## src/rtl/display_pkg.sv

```systemverilog
// Shared definitions for the display register block.
// Register map, CTRL field positions and segment decode.
package display_pkg;

  typedef logic [7:0] seg_t;

  localparam logic [2:0] A_CTRL   = 3'd0;
  localparam logic [2:0] A_PWM    = 3'd1;
  localparam logic [2:0] A_VALUE  = 3'd2;
  localparam logic [2:0] A_DP     = 3'd3;
  localparam logic [2:0] A_PUSH   = 3'd4;
  localparam logic [2:0] A_SDIV   = 3'd5;
  localparam logic [2:0] A_STATUS = 3'd6;
  localparam logic [2:0] A_CLEAR  = 3'd7;

  localparam int CTRL_HEX    = 4;
  localparam int CTRL_SCROLL = 5;

  // mode=3, brightness=3, hex/scroll off
  localparam logic [5:0] CTRL_RST = 6'h0F;

  function automatic seg_t hexseg(input logic [3:0] n);
    seg_t s;
    unique case (n)
      4'h0: s = 8'h3F;
      4'h1: s = 8'h06;
      4'h2: s = 8'h5B;
      4'h3: s = 8'h4F;
      4'h4: s = 8'h66;
      4'h5: s = 8'h6D;
      4'h6: s = 8'h7D;
      4'h7: s = 8'h07;
      4'h8: s = 8'h7F;
      4'h9: s = 8'h6F;
      4'hA: s = 8'h77;
      4'hB: s = 8'h7C;
      4'hC: s = 8'h39;
      4'hD: s = 8'h5E;
      4'hE: s = 8'h79;
      4'hF: s = 8'h71;
    endcase
    return s;
  endfunction

endpackage

```

## src/rtl/display_if.sv

```systemverilog
// CPU-side register bus for display_ctrl.
// Single-cycle strobes, registered ack and read data.
interface display_if;
  logic        wr_en;
  logic        rd_en;
  logic [2:0]  addr;
  logic [15:0] wdata;
  logic [15:0] rdata;
  logic        ack;

  modport master (
    output wr_en, rd_en, addr, wdata,
    input  rdata, ack
  );

  modport slave (
    input  wr_en, rd_en, addr, wdata,
    output rdata, ack
  );
endinterface

```

## src/rtl/char_ring.sv

```systemverilog
// Circular character buffer with sticky overflow flag.
// Read ports take an offset from the oldest entry.
module char_ring
  import display_pkg::*;
#(
  parameter int DEPTH = 8,
  parameter int NRD   = 4,
  localparam int AW   = $clog2(DEPTH),
  localparam int CW   = AW + 1
) (
  input  logic               clk,
  input  logic               rst,
  input  logic               push,
  input  seg_t               push_data,
  input  logic               clear,
  input  logic [NRD*AW-1:0]  rd_off,
  output seg_t [NRD-1:0]     rd_data,
  output logic [CW-1:0]      count,
  output logic               full,
  output logic               empty,
  output logic               overflow
);

  seg_t          mem_q [DEPTH];
  seg_t          mem_d [DEPTH];
  logic [AW-1:0] head_q, head_d;
  logic [AW-1:0] tail_q, tail_d;
  logic [CW-1:0] cnt_q, cnt_d;
  logic          ovf_q, ovf_d;

  assign count    = cnt_q;
  assign full     = (cnt_q == CW'(DEPTH));
  assign empty    = (cnt_q == '0);
  assign overflow = ovf_q;

  // clear beats push; a push into a full ring only sets overflow
  always_comb begin
    mem_d  = mem_q;
    head_d = head_q;
    tail_d = tail_q;
    cnt_d  = cnt_q;
    ovf_d  = ovf_q;
    if (clear) begin
      head_d = '0;
      tail_d = '0;
      cnt_d  = '0;
      ovf_d  = 1'b0;
    end else if (push) begin
      if (full) begin
        ovf_d = 1'b1;
      end else begin
        mem_d[tail_q] = push_data;
        tail_d        = tail_q + 1'b1;
        cnt_d         = cnt_q + 1'b1;
      end
    end
  end

  // ring state registers
  always_ff @(posedge clk or posedge rst) begin
    if (rst) begin
      for (int i = 0; i < DEPTH; i++) mem_q[i] <= '0;
      head_q <= '0;
      tail_q <= '0;
      cnt_q  <= '0;
      ovf_q  <= 1'b0;
    end else begin
      mem_q  <= mem_d;
      head_q <= head_d;
      tail_q <= tail_d;
      cnt_q  <= cnt_d;
      ovf_q  <= ovf_d;
    end
  end

  for (genvar g = 0; g < NRD; g++) begin : g_rd
    logic [AW-1:0] idx;
    assign idx        = head_q + rd_off[g*AW +: AW];
    assign rd_data[g] = mem_q[idx];
  end

endmodule

```

## src/rtl/display_ctrl.sv

```systemverilog
// Register block feeding display_driver.
// Hex, raw-buffer and auto-scroll content modes.
module display_ctrl
  import display_pkg::*;
#(
  parameter int BUF_DEPTH = 8,
  parameter int DIV_W     = 16
) (
  input  logic        clk,
  input  logic        rst,
  display_if.slave    bus,
  output logic [31:0] display_data,
  output logic [15:0] pwm_period,
  output logic [1:0]  brightness,
  output logic [1:0]  display_mode
);

  localparam int AW = $clog2(BUF_DEPTH);
  localparam int CW = AW + 1;

  logic [5:0]       ctrl_q, ctrl_d;
  logic [15:0]      pwm_q, pwm_d;
  logic [15:0]      value_q, value_d;
  logic [3:0]       dp_q, dp_d;
  logic [DIV_W-1:0] sdiv_q, sdiv_d;
  logic [DIV_W-1:0] divc_q, divc_d;
  logic [AW-1:0]    pos_q, pos_d;
  logic             ack_q, ack_d;
  logic [15:0]      rdata_q, rdata_d;
  logic [31:0]      disp_q, disp_d;
  logic [15:0]      pwm_o_q, pwm_o_d;
  logic [1:0]       bri_o_q, bri_o_d;
  logic [1:0]       mode_o_q, mode_o_d;

  logic             push, clr;
  logic [4*AW-1:0]  rd_off;
  seg_t [3:0]       rd_data;
  logic [CW-1:0]    cnt;
  logic             full, empty, ovf;
  logic             scroll_on, step_en;
  logic [CW-1:0]    sum;
  logic [15:0]      rd_val;
  seg_t             dig;

  assign push = bus.wr_en && (bus.addr == A_PUSH);
  assign clr  = bus.wr_en && (bus.addr == A_CLEAR);

  char_ring #(.DEPTH(BUF_DEPTH), .NRD(4)) u_ring (
    .clk       (clk),
    .rst       (rst),
    .push      (push),
    .push_data (bus.wdata[7:0]),
    .clear     (clr),
    .rd_off    (rd_off),
    .rd_data   (rd_data),
    .count     (cnt),
    .full      (full),
    .empty     (empty),
    .overflow  (ovf)
  );

  assign scroll_on = ctrl_q[CTRL_SCROLL] && (cnt != '0);
  assign step_en   = ctrl_q[CTRL_SCROLL] && (cnt > CW'(4))
                     && (sdiv_q != '0);

  // register file writes; STATUS is read-only
  always_comb begin
    ctrl_d  = ctrl_q;
    pwm_d   = pwm_q;
    value_d = value_q;
    dp_d    = dp_q;
    sdiv_d  = sdiv_q;
    if (bus.wr_en) begin
      case (bus.addr)
        A_CTRL:  ctrl_d  = bus.wdata[5:0];
        A_PWM:   pwm_d   = bus.wdata;
        A_VALUE: value_d = bus.wdata;
        A_DP:    dp_d    = bus.wdata[3:0];
        A_SDIV:  sdiv_d  = bus.wdata[DIV_W-1:0];
        default: ;
      endcase
    end
  end

  // read mux samples pre-write state; rdata holds between reads
  always_comb begin
    rd_val = '0;
    case (bus.addr)
      A_CTRL:   rd_val = {10'b0, ctrl_q};
      A_PWM:    rd_val = pwm_q;
      A_VALUE:  rd_val = value_q;
      A_DP:     rd_val = {12'b0, dp_q};
      A_SDIV:   rd_val = 16'(sdiv_q);
      A_STATUS: rd_val = {9'b0, ovf, empty, full, 4'(cnt)};
      default:  rd_val = '0;
    endcase
    ack_d   = bus.wr_en || bus.rd_en;
    rdata_d = bus.rd_en ? rd_val : rdata_q;
  end

  // divider and scroll position; pos always stays below count
  always_comb begin
    divc_d = divc_q;
    pos_d  = pos_q;
    if (clr) begin
      divc_d = '0;
      pos_d  = '0;
    end else if (bus.wr_en && (bus.addr == A_SDIV)) begin
      divc_d = '0;
    end else if (!step_en) begin
      divc_d = '0;
    end else if (divc_q == sdiv_q - 1'b1) begin
      divc_d = '0;
      pos_d  = ({1'b0, pos_q} + 1'b1 == cnt) ? '0 : pos_q + 1'b1;
    end else begin
      divc_d = divc_q + 1'b1;
    end
  end

  // ring offsets per slot: rotated by pos when scrolling
  always_comb begin
    rd_off = '0;
    sum    = '0;
    for (int k = 0; k < 4; k++) begin
      sum = {1'b0, pos_q} + CW'(k);
      if (sum >= cnt) sum = sum - cnt;
      rd_off[k*AW +: AW] = scroll_on ? sum[AW-1:0] : AW'(k);
    end
  end

  // compose next display word; slot k drives digit 3-k
  always_comb begin
    disp_d = '0;
    dig    = '0;
    for (int k = 0; k < 4; k++) begin
      if (scroll_on || !ctrl_q[CTRL_HEX]) begin
        dig = (CW'(k) < cnt) ? rd_data[k] : '0;
      end else begin
        dig = hexseg(value_q[4*(3-k) +: 4]);
      end
      disp_d[8*(3-k) +: 8] = dig | {dp_q[3-k], 7'b0};
    end
    pwm_o_d  = pwm_q;
    bri_o_d  = ctrl_q[3:2];
    mode_o_d = ctrl_q[1:0];
  end

  // all architectural and output state
  always_ff @(posedge clk or posedge rst) begin
    if (rst) begin
      ctrl_q   <= CTRL_RST;
      pwm_q    <= '0;
      value_q  <= '0;
      dp_q     <= '0;
      sdiv_q   <= '0;
      divc_q   <= '0;
      pos_q    <= '0;
      ack_q    <= 1'b0;
      rdata_q  <= '0;
      disp_q   <= '0;
      pwm_o_q  <= '0;
      bri_o_q  <= 2'b11;
      mode_o_q <= 2'b11;
    end else begin
      ctrl_q   <= ctrl_d;
      pwm_q    <= pwm_d;
      value_q  <= value_d;
      dp_q     <= dp_d;
      sdiv_q   <= sdiv_d;
      divc_q   <= divc_d;
      pos_q    <= pos_d;
      ack_q    <= ack_d;
      rdata_q  <= rdata_d;
      disp_q   <= disp_d;
      pwm_o_q  <= pwm_o_d;
      bri_o_q  <= bri_o_d;
      mode_o_q <= mode_o_d;
    end
  end

  assign bus.ack      = ack_q;
  assign bus.rdata    = rdata_q;
  assign display_data = disp_q;
  assign pwm_period   = pwm_o_q;
  assign brightness   = bri_o_q;
  assign display_mode = mode_o_q;

endmodule

```

## src/flat_wrapper.sv

```systemverilog
// flat-port wrapper written by rule: the top's interface ports become plain ports
module display_ctrl_flat import display_pkg::*;
#(
  parameter int BUF_DEPTH = 8,
  parameter int DIV_W     = 16
)
  (clk, rst, display_data, pwm_period, brightness, display_mode, bus_wr_en, bus_rd_en, bus_addr, bus_wdata, bus_rdata, bus_ack);
  display_if bus_i ();
  input  logic clk;
  input  logic rst;
  output logic [31:0] display_data;
  output logic [15:0] pwm_period;
  output logic [1:0] brightness;
  output logic [1:0] display_mode;
  input wire logic [$bits(bus_i.wr_en)-1:0] bus_wr_en;
  input wire logic [$bits(bus_i.rd_en)-1:0] bus_rd_en;
  input wire logic [$bits(bus_i.addr)-1:0] bus_addr;
  input wire logic [$bits(bus_i.wdata)-1:0] bus_wdata;
  output wire logic [$bits(bus_i.rdata)-1:0] bus_rdata;
  output wire logic [$bits(bus_i.ack)-1:0] bus_ack;
  assign bus_i.wr_en = bus_wr_en;
  assign bus_i.rd_en = bus_rd_en;
  assign bus_i.addr = bus_addr;
  assign bus_i.wdata = bus_wdata;
  assign bus_rdata = bus_i.rdata;
  assign bus_ack = bus_i.ack;
  display_ctrl #(.BUF_DEPTH(BUF_DEPTH), .DIV_W(DIV_W)) u_core (.clk(clk), .rst(rst), .bus(bus_i), .display_data(display_data), .pwm_period(pwm_period), .brightness(brightness), .display_mode(display_mode));
endmodule
```

## config.mk

```make
export PLATFORM = sky130hd
export DESIGN_NAME = display_ctrl_flat
export DESIGN_NICKNAME = d
export VERILOG_FILES = /design/src/rtl/display_pkg.sv /design/src/rtl/display_if.sv /design/src/rtl/char_ring.sv /design/src/rtl/display_ctrl.sv /design/src/flat_wrapper.sv
export SDC_FILE = /design/constraint.sdc
export NUM_CORES = 1
export LEC_CHECK = 0
export BUFFER_PORTS_ARGS = -buffer_cell sky130_fd_sc_hd__buf_2
export CAP_MARGIN = 25
export CELL_PAD_IN_SITES_DETAIL_PLACEMENT = 1
export CELL_PAD_IN_SITES_GLOBAL_PLACEMENT = 2
export CORE_MARGIN = 5
export CORE_UTILIZATION = 42
export CTS_CLUSTER_SIZE = 40
export DETAILED_ROUTE_END_ITERATION = 8
export PLACE_DENSITY_LB_ADDON = 0.1
export SLEW_MARGIN = 10
export SYNTH_ARGS = -nofsm -noshare
export SYNTH_HDL_FRONTEND = slang
export SYNTH_HIERARCHICAL = 1
export SYNTH_SLANG_ARGS = --single-unit
```

## constraint.sdc

```tcl
create_clock -name clk -period 6.1 [get_ports clk]
set_input_delay 1.22 -clock clk [delete_from_list [all_inputs] [get_ports clk]]
set_output_delay 1.22 -clock clk [all_outputs]
set_load 0.03 [all_outputs]
```

==> metrics.md, run 1 <==
| Metric | Value |
|---|---|
| Worst hold endpoint | `u_core/display_mode[0]` |
| Post-synth EDFFs | `0` |
| Wire per inst | `25.4 um` |
| Reg power frac | `0.391` |
| Async set-reset flop share out of synthesis | `1.00` |
| IO Port Bufs | `91` |
| R2R Path End | `u_core/display_data[17]` |
| Slew @ Worst Pin | `1.11 ns` |
| Crit path launch | `u_core/pos_q[1]` |
| N_diodes | `0` |
| DR vias/cell | `5.92` |
| Clock period minus worst slack | `4.22 ns` |
| Fmax | `237 MHz` |
| Multi-input combinational cell area | `6900 sq um` |
| Post-DP HPWL | `28.3 mm` |
| Share of post-route cells with drive strength above 1 | `0.349` |
| Stages on worst setup path | `14` |
| Post-CTS Resized | `0` |
| Worst Clk Skew | `0.0229 ns` |
| Initial antenna violation count | `1` |
| Hold_sp | `u_core/ctrl_q[0]` |
| Gpl congestion | `0.839` |
| Vias in the first global route | `9869` |
| Combinational power share | `0.301` |
| CTS Sinks | `218` |
| Clk buf depth | `3` |
| # hold bufs at CTS | `0` |
| ANT nets after route | `0` |
| First-pass GRT wire length | `61.8 mm` |
| R2r setup slk | `1.88 ns` |
| Clock Pin Slew Worst Setup and Hold Paths | `0.06 ns` |
| Synth Warn # | `6` |
| Outcome | `finished clean` |
| Root Driver | `clkbuf_16` |
| Fillers | `3238` |
| DR top layer | `met5` |
| Largest area contributor in the netlist | `dfrtp_1` |
| Critical path fanouts, max | `16` |
| Crit. End Element | `register` |
| Setup Fix Bufs, Post-CTS | `0` |
| Switching Share | `0.366` |
| Critical path's slowest cell | `a211oi_4` |
| Relative slew slack | `0.257` |
| Psw | `0.00193 W` |
| Worst r2r src | `u_core/pos_q[1]` |
| DIE HEIGHT | `185 um` |
| Post-synth top area share | `0.409` |
| Later-pin clock latency in the skew report | `0.56 ns` |
| CP Launch Type | `register` |
| Die ar. | `34200 sq um` |
| CTS tree | `yes` |
| Most frequent cells in the layout | `dfrtp_1, mux2_2, buf_2, mux4_2` |
| Worst min path class | `register to register` |
| Largest vdd supply drop | `0.000204 V` |
| Synth Flop Type | `dfrtp_1` |
| Commonest non-fill, non-tap cell in the layout | `dfrtp_1` |
| Static Leak | `6.38 nW` |
| Via count | `9360` |
| Starting density of the core | `0.423` |
| Drt first pass iters | `5` |
| Pwr per Cell Area | `361 nW/um^2` |
| Critical path type | `register to register` |
| Crit path largest cell delay | `0.91 ns` |
| WP data arrival | `4.62 ns` |
| Max_cap viols | `0` |
| CTS Buf Count | `27` |
| Pins Over Slew Limit | `0` |
| Crit path cell chain | `inv_1, ha_1, inv_1, fa_1, inv_1, a21o_1, a21oi_1, nand2b_1, nor2_1, a211oi_4, mux4_2, mux2_2, nand3_1, o21ai_0` |
| Pint | `0.00334 W` |
| Post-Syn Area | `12800 sq um` |
| DR WL met3 | `2.05 mm` |
| Crit path required time | `6.50 ns` |
| Gr ovfl total | `0` |
| Clock power frac | `0.308` |
| Cell Rows | `64` |
| Nets | `1241` |
| CP bufs+invs | `3` |
| Avg Inst Size Synth | `11.7 sq um` |
| Core ar. | `30300 sq um` |
| Cell family with most CP delay | `compound AO/OA/AOI/OAI gates` |
| I/O pins | `92` |
| Chip width | `185 um` |
| Starting DRT DRC Count | `647` |
| Syn Nets | `1171` |
| Seq/Total Area, Yosys | `0.426` |
| WHS Path Cells | `0` |
| Wire length on met2 | `18.8 mm` |
| Hold Vio Cnt, Final | `0` |
| FF/Latch Area | `5470 sq um` |
| Most used cell, CP | `inv_1` |
| DRC | `0` |
| Maximum number of pins on one net before global-route repair | `80` |
| Synth Instances | `1095` |
| Area contributors post-synth | `dfrtp_1, mux2_2, mux4_2` |
| Yosys cell types | `62` |
| RSZ-0062 raised after global routing | `no` |
| Routed WL | `40.2 mm` |
| Register bit total from synthesis | `218` |
| GRT Util Overall | `0.236` |
| Final setup viols | `0` |
| Period utilization | `0.691` |
| Layout area overhead | `13.7%` |
| Hold slack | `0.376 ns` |
| H-Tree Level Count | `1` |
| Worst r2r path cells | `14` |
| Final setup TNS | `0 ns` |
| M1 wire length | `18.1 mm` |
==> worst max path at each step <==
stage and end:
2_1_floorplan u_core/bus.ack, 3_3_place_gp u_core/display_data[9], 3_5_place_dp u_core/display_data[9], 4_1_cts u_core/display_data[9], 5_1_grt u_core/display_data[17], 6_report u_core/display_data[17]
==> logic make-up (layout without fill, tap and decap cells) <==
family                   after synthesis  after routing  share of synthesized area
flip-flops                           218            218                      0.426
AND/OR/NAND/NOR                      251            251                      0.104
buffers and inverters                120            211                     0.0385
adder cells (fa/ha/maj)               53             53                     0.0540
multiplexers                         231            231                      0.260
AO/OA/AOI/OAI                        178            178                     0.0879
XOR/XNOR                              44             44                     0.0300
==> registers in the layout, indices dropped and copies added, names as in the netlist, 3 cells and up <==
signal,flops
u_core/bus.rdata,16
u_core/ctrl_q,6
u_core/display_data,32
u_core/divc_q,16
u_core/dp_q,4
u_core/pos_q,3
u_core/pwm_o_d,16
u_core/pwm_period,16
u_core/sdiv_q,16
u_core/u_ring/count,4
u_core/u_ring/mem_q,64
u_core/u_ring/tail_q,3
u_core/value_q,16
==> Yosys cell counts (9+ instances only) <==
master	number
nand3_1	46
mux4_2	67
o21ai_0	53
xnor2_1	21
dfrtp_1	210
nand2_1	52
o22ai_1	17
buf_2	11
xor2_1	23
nor3_1	25
inv_1	49
clkbuf_1	47
a22oi_1	12
mux2i_1	12
nand4_1	11
nor2_1	56
a21oi_1	40
a31oi_1	9
mux2_2	152
ha_1	49
==> through the flow <==
step / setup slack [ns] / cells / util / total power [W] / instance area (sq um)
final: 1.88 / 1582 / 0.481 / 0.00527 / 14600
after global routing: 1.64 / 1582 / 0.481 / 0.00554 / 14600
after CTS: 1.86 / 1579 / 0.479 / 0.00532 / 14600
after detailed placement: 1.87 / 1529 / 0.450 / 0.00367 / 13600
after global placement: 1.90 / 1528 / 0.449 / 0.00365 / 13600
after floorplan: 0.970 / 1095 / - / 0.00310 / 12800
==> layer usage <==
| layer | vias up | global-route usage |
|---|---|---|
| met5 | - | 0 |
| met4 | 2 | 0.0640 |
| met3 | 60 | 0.0420 |
| met2 | 232 | 0.371 |
| met1 | 4896 | 0.339 |
| li1 | 4170 | - |
==> worst register-to-register path: cells and delay by family, from the launching register on <==
family / cells / cell delay [ns]
flops: 1 / 0.50
buf+inv: 3 / 0.37
simple gates: 3 / 0.36
fa+ha+maj: 2 / 0.88
compound gates: 4 / 1.22
mux: 2 / 0.74
==> final cells by class <==
type | instances | share of cell area
clock inverter | 12 | 0.00763
sequential | 218 | 0.374
inverter | 50 | 0.0132
tap | 396 | 0.0339
multi-input combinational | 757 | 0.473
clock buffer | 38 | 0.0546
timing repair buffer | 111 | 0.0434
==> power groups by stage <==
stage / Sequential, W / Clock (W) / Combinational [W]
after floorplan: 0.00214 / 0 / 0.000962
after global placement: 0.00208 / 0 / 0.00157
after detailed placement: 0.00208 / 0 / 0.00159
after CTS: 0.00206 / 0.00166 / 0.00160
after global routing: 0.00210 / 0.00173 / 0.00171
final: 0.00206 / 0.00162 / 0.00159
Power figures use the tool's default switching activity.
==> run 2: changes to the inputs <==
Settings changed: ABC_AREA set to 1, CORE_UTILIZATION 42 to 35.
Clock period 6.1 ns to 4 ns, I/O delays scaled along.
==> metrics.md, run 2 <==
| Metric | Value |
|---|---|
| Outcome | `finished clean` |
| Area contributors post-synth | `dfrtp_1, nand2_1, nand3_1` |
| Period utilization | `0.920` |
| Pins Over Slew Limit | `0` |
| CTS Sinks | `218` |
| Post-Syn Area | `13800 sq um` |
| Drt first pass iters | `5` |
| Later-pin clock latency in the skew report | `0.56 ns` |
| Final setup viols | `0` |
| # hold bufs at CTS | `0` |
| Gr ovfl total | `0` |
| Async set-reset flop share out of synthesis | `1.00` |
| Slew @ Worst Pin | `0.941 ns` |
| Seq/Total Area, Yosys | `0.396` |
| Share of post-route cells with drive strength above 1 | `0.112` |
| Yosys cell types | `47` |
| CTS tree | `yes` |
| Pint | `0.00537 W` |
| DR vias/cell | `5.27` |
| Gpl congestion | `0.931` |
| Register bit total from synthesis | `218` |
| Reg power frac | `0.321` |
| Clock period minus worst slack | `3.68 ns` |
| Starting DRT DRC Count | `1125` |
| CTS Buf Count | `26` |
| Critical path fanouts, max | `16` |
| Wire per inst | `20.8 um` |
| Post-DP HPWL | `40.8 mm` |
| Crit. End Element | `register` |
| Setup ws final | `0.320 ns` |
| Clock power frac | `0.270` |
| H-Tree Level Count | `1` |
| Synth Flop Type | `dfrtp_1` |
| RSZ-0062 raised after global routing | `no` |
| Synth top cells by count | `nand2_1, nand3_1, dfrtp_1` |
| Crit path required time | `4.40 ns` |
| Routed WL | `54.3 mm` |
| Core ar. | `38800 sq um` |
| Post-synth EDFFs | `0` |
| Final std cells w/o fill | `2609` |
| Hold Vio Cnt, Final | `0` |
| Largest area contributor in the netlist | `dfrtp_1` |
| Syn Nets | `2079` |
| Initial antenna violation count | `0` |
| First-pass GRT wire length | `84.6 mm` |
| FF/Latch Area | `5470 sq um` |
| N_diodes | `0` |
| Nets | `2147` |
| Placement Setup Slack | `0.317 ns` |
| Dpl cells | `2559` |
| Largest reg by FF count | `u_core/u_ring/mem_q` |
| I/O pins | `92` |
| Commonest non-fill, non-tap cell in the layout | `nand2_1` |
| Multi-input combinational cell area | `7180 sq um` |
| Chip width | `208 um` |
| Most common cell in the netlist | `nand2_1` |
| Post-synth top area share | `0.381` |
| Critical path type | `register to register` |
| Maximum number of pins on one net before global-route repair | `147` |
| Fmax | `272 MHz` |
| Pwr Total | `0.00965 W` |
| Most frequent cells in the layout | `nand2_1, nand3_1, dfrtp_1, inv_1, o21ai_0` |
| GRT Util Overall | `0.246` |
| IO Port Bufs | `91` |
| Clk buf depth | `3` |
| Worst Clk Skew | `0.0312 ns` |
| Synth Instances | `2003` |
| Starting density of the core | `0.355` |
| Pwr per Cell Area | `611 nW/um^2` |
| Setup Fix Bufs, Post-CTS | `0` |
| Via count | `13800` |
| DIE HEIGHT | `208 um` |
| DRC | `0` |
| Fillers | `5052` |
| ANT nets after route | `0` |
| Worst min path class | `input port to async pin` |
| Root Driver | `clkbuf_16` |
| Cell Rows | `72` |
| Die ar. | `43500 sq um` |
| Static Leak | `8.54 nW` |
| CP Launch Type | `register` |
| Psw | `0.00428 W` |
| Max reg flops | `64` |
| Avg Inst Size Synth | `6.88 sq um` |
| WP data arrival | `4.08 ns` |
| Relative slew slack | `0.371` |
| Synth Warn # | `6` |
| Combinational power share | `0.409` |
| Post-CTS Resized | `0` |
| Layout area overhead | `14.5%` |
| Largest vdd supply drop | `0.000332 V` |
| Clock Pin Slew Worst Setup and Hold Paths | `0.06 ns` |
| Final setup TNS | `0 ns` |
| Vias in the first global route | `14000` |
| Max_cap viols | `0` |
| Switching Share | `0.443` |
run 2: path summary, 6_finish.rpt:
path	slack, ns	cells past startpoint	to	startpoint
setup / recovery	0.32	16	u_core/display_data[22]	u_core/pos_q[1]
hold / removal	0.16	2	u_core/u_ring/mem_q[52]	rst
setup reg to reg	0.32	16	u_core/display_data[22]	u_core/pos_q[1]
hold reg to reg	0.38	0	u_core/display_mode[0]	u_core/ctrl_q[0]
max in group asynchronous	2.87	3	u_core/display_data[27]	rst
min in group clk	0.38	0	u_core/display_mode[0]	u_core/ctrl_q[0]
run 2: cell type report:
cell class | instances | share of cell area
tap | 518 | 0.0411
sequential | 218 | 0.346
clock inverter | 14 | 0.0133
clock buffer | 34 | 0.0463
multi-input combinational | 1493 | 0.455
timing repair buffer | 128 | 0.0493
inverter | 204 | 0.0488
run 2: logic make-up (layout without fill, tap and decap cells):
family          Yosys count  in the layout  synth area share
flops                   218            218             0.396
buf+inv                 292            380            0.0844
xor+xnor                 24             24            0.0152
fa+ha+maj                53             53            0.0503
compound gates          235            235            0.0947
simple gates           1181           1181             0.359
run 2: critical path, stage by stage (launching register included):
cell	delay (ns)
dfrtp_1	0.44
inv_1	0.19
ha_1	0.41
inv_1	0.14
fa_1	0.44
nor2_1	0.11
o21ai_0	0.07
nand2_1	0.19
o21ai_0	0.11
a21oi_1	0.27
inv_1	0.40
nand3_1	0.21
nand2_1	0.08
nand2_1	0.08
nand2_1	0.11
a21oi_1	0.20
a31oi_1	0.09
run 2: layer usage:
metal  up-vias  track usage  routed length, um
met2       361        0.383              24200
met1      6862        0.374              26500
li1       6484            -                  -
met3        51       0.0327               2970
met5         -            0                  0
met4         0       0.0337                616
run 2: per-stage QoR:
stage | cell area, sq um | hold WS (ns) | utilization
after global placement | 14800 | 0.372 | 0.381
final | 15800 | 0.164 | 0.406
after floorplan | 13800 | 0.361 | -
after CTS | 15700 | 0.380 | 0.405
after detailed placement | 14800 | 0.371 | 0.381
after global routing | 15800 | 0.155 | 0.406
run 2: power by group through the flow:
stage | sequential (W) | combinational, W | clock, W
floorplan | 0.00333 | 0.00225 | 0
global placement | 0.00311 | 0.00385 | 0
detailed placement | 0.00313 | 0.00390 | 0
CTS | 0.00309 | 0.00393 | 0.00267
global route | 0.00316 | 0.00436 | 0.00277
finish | 0.00309 | 0.00395 | 0.00261
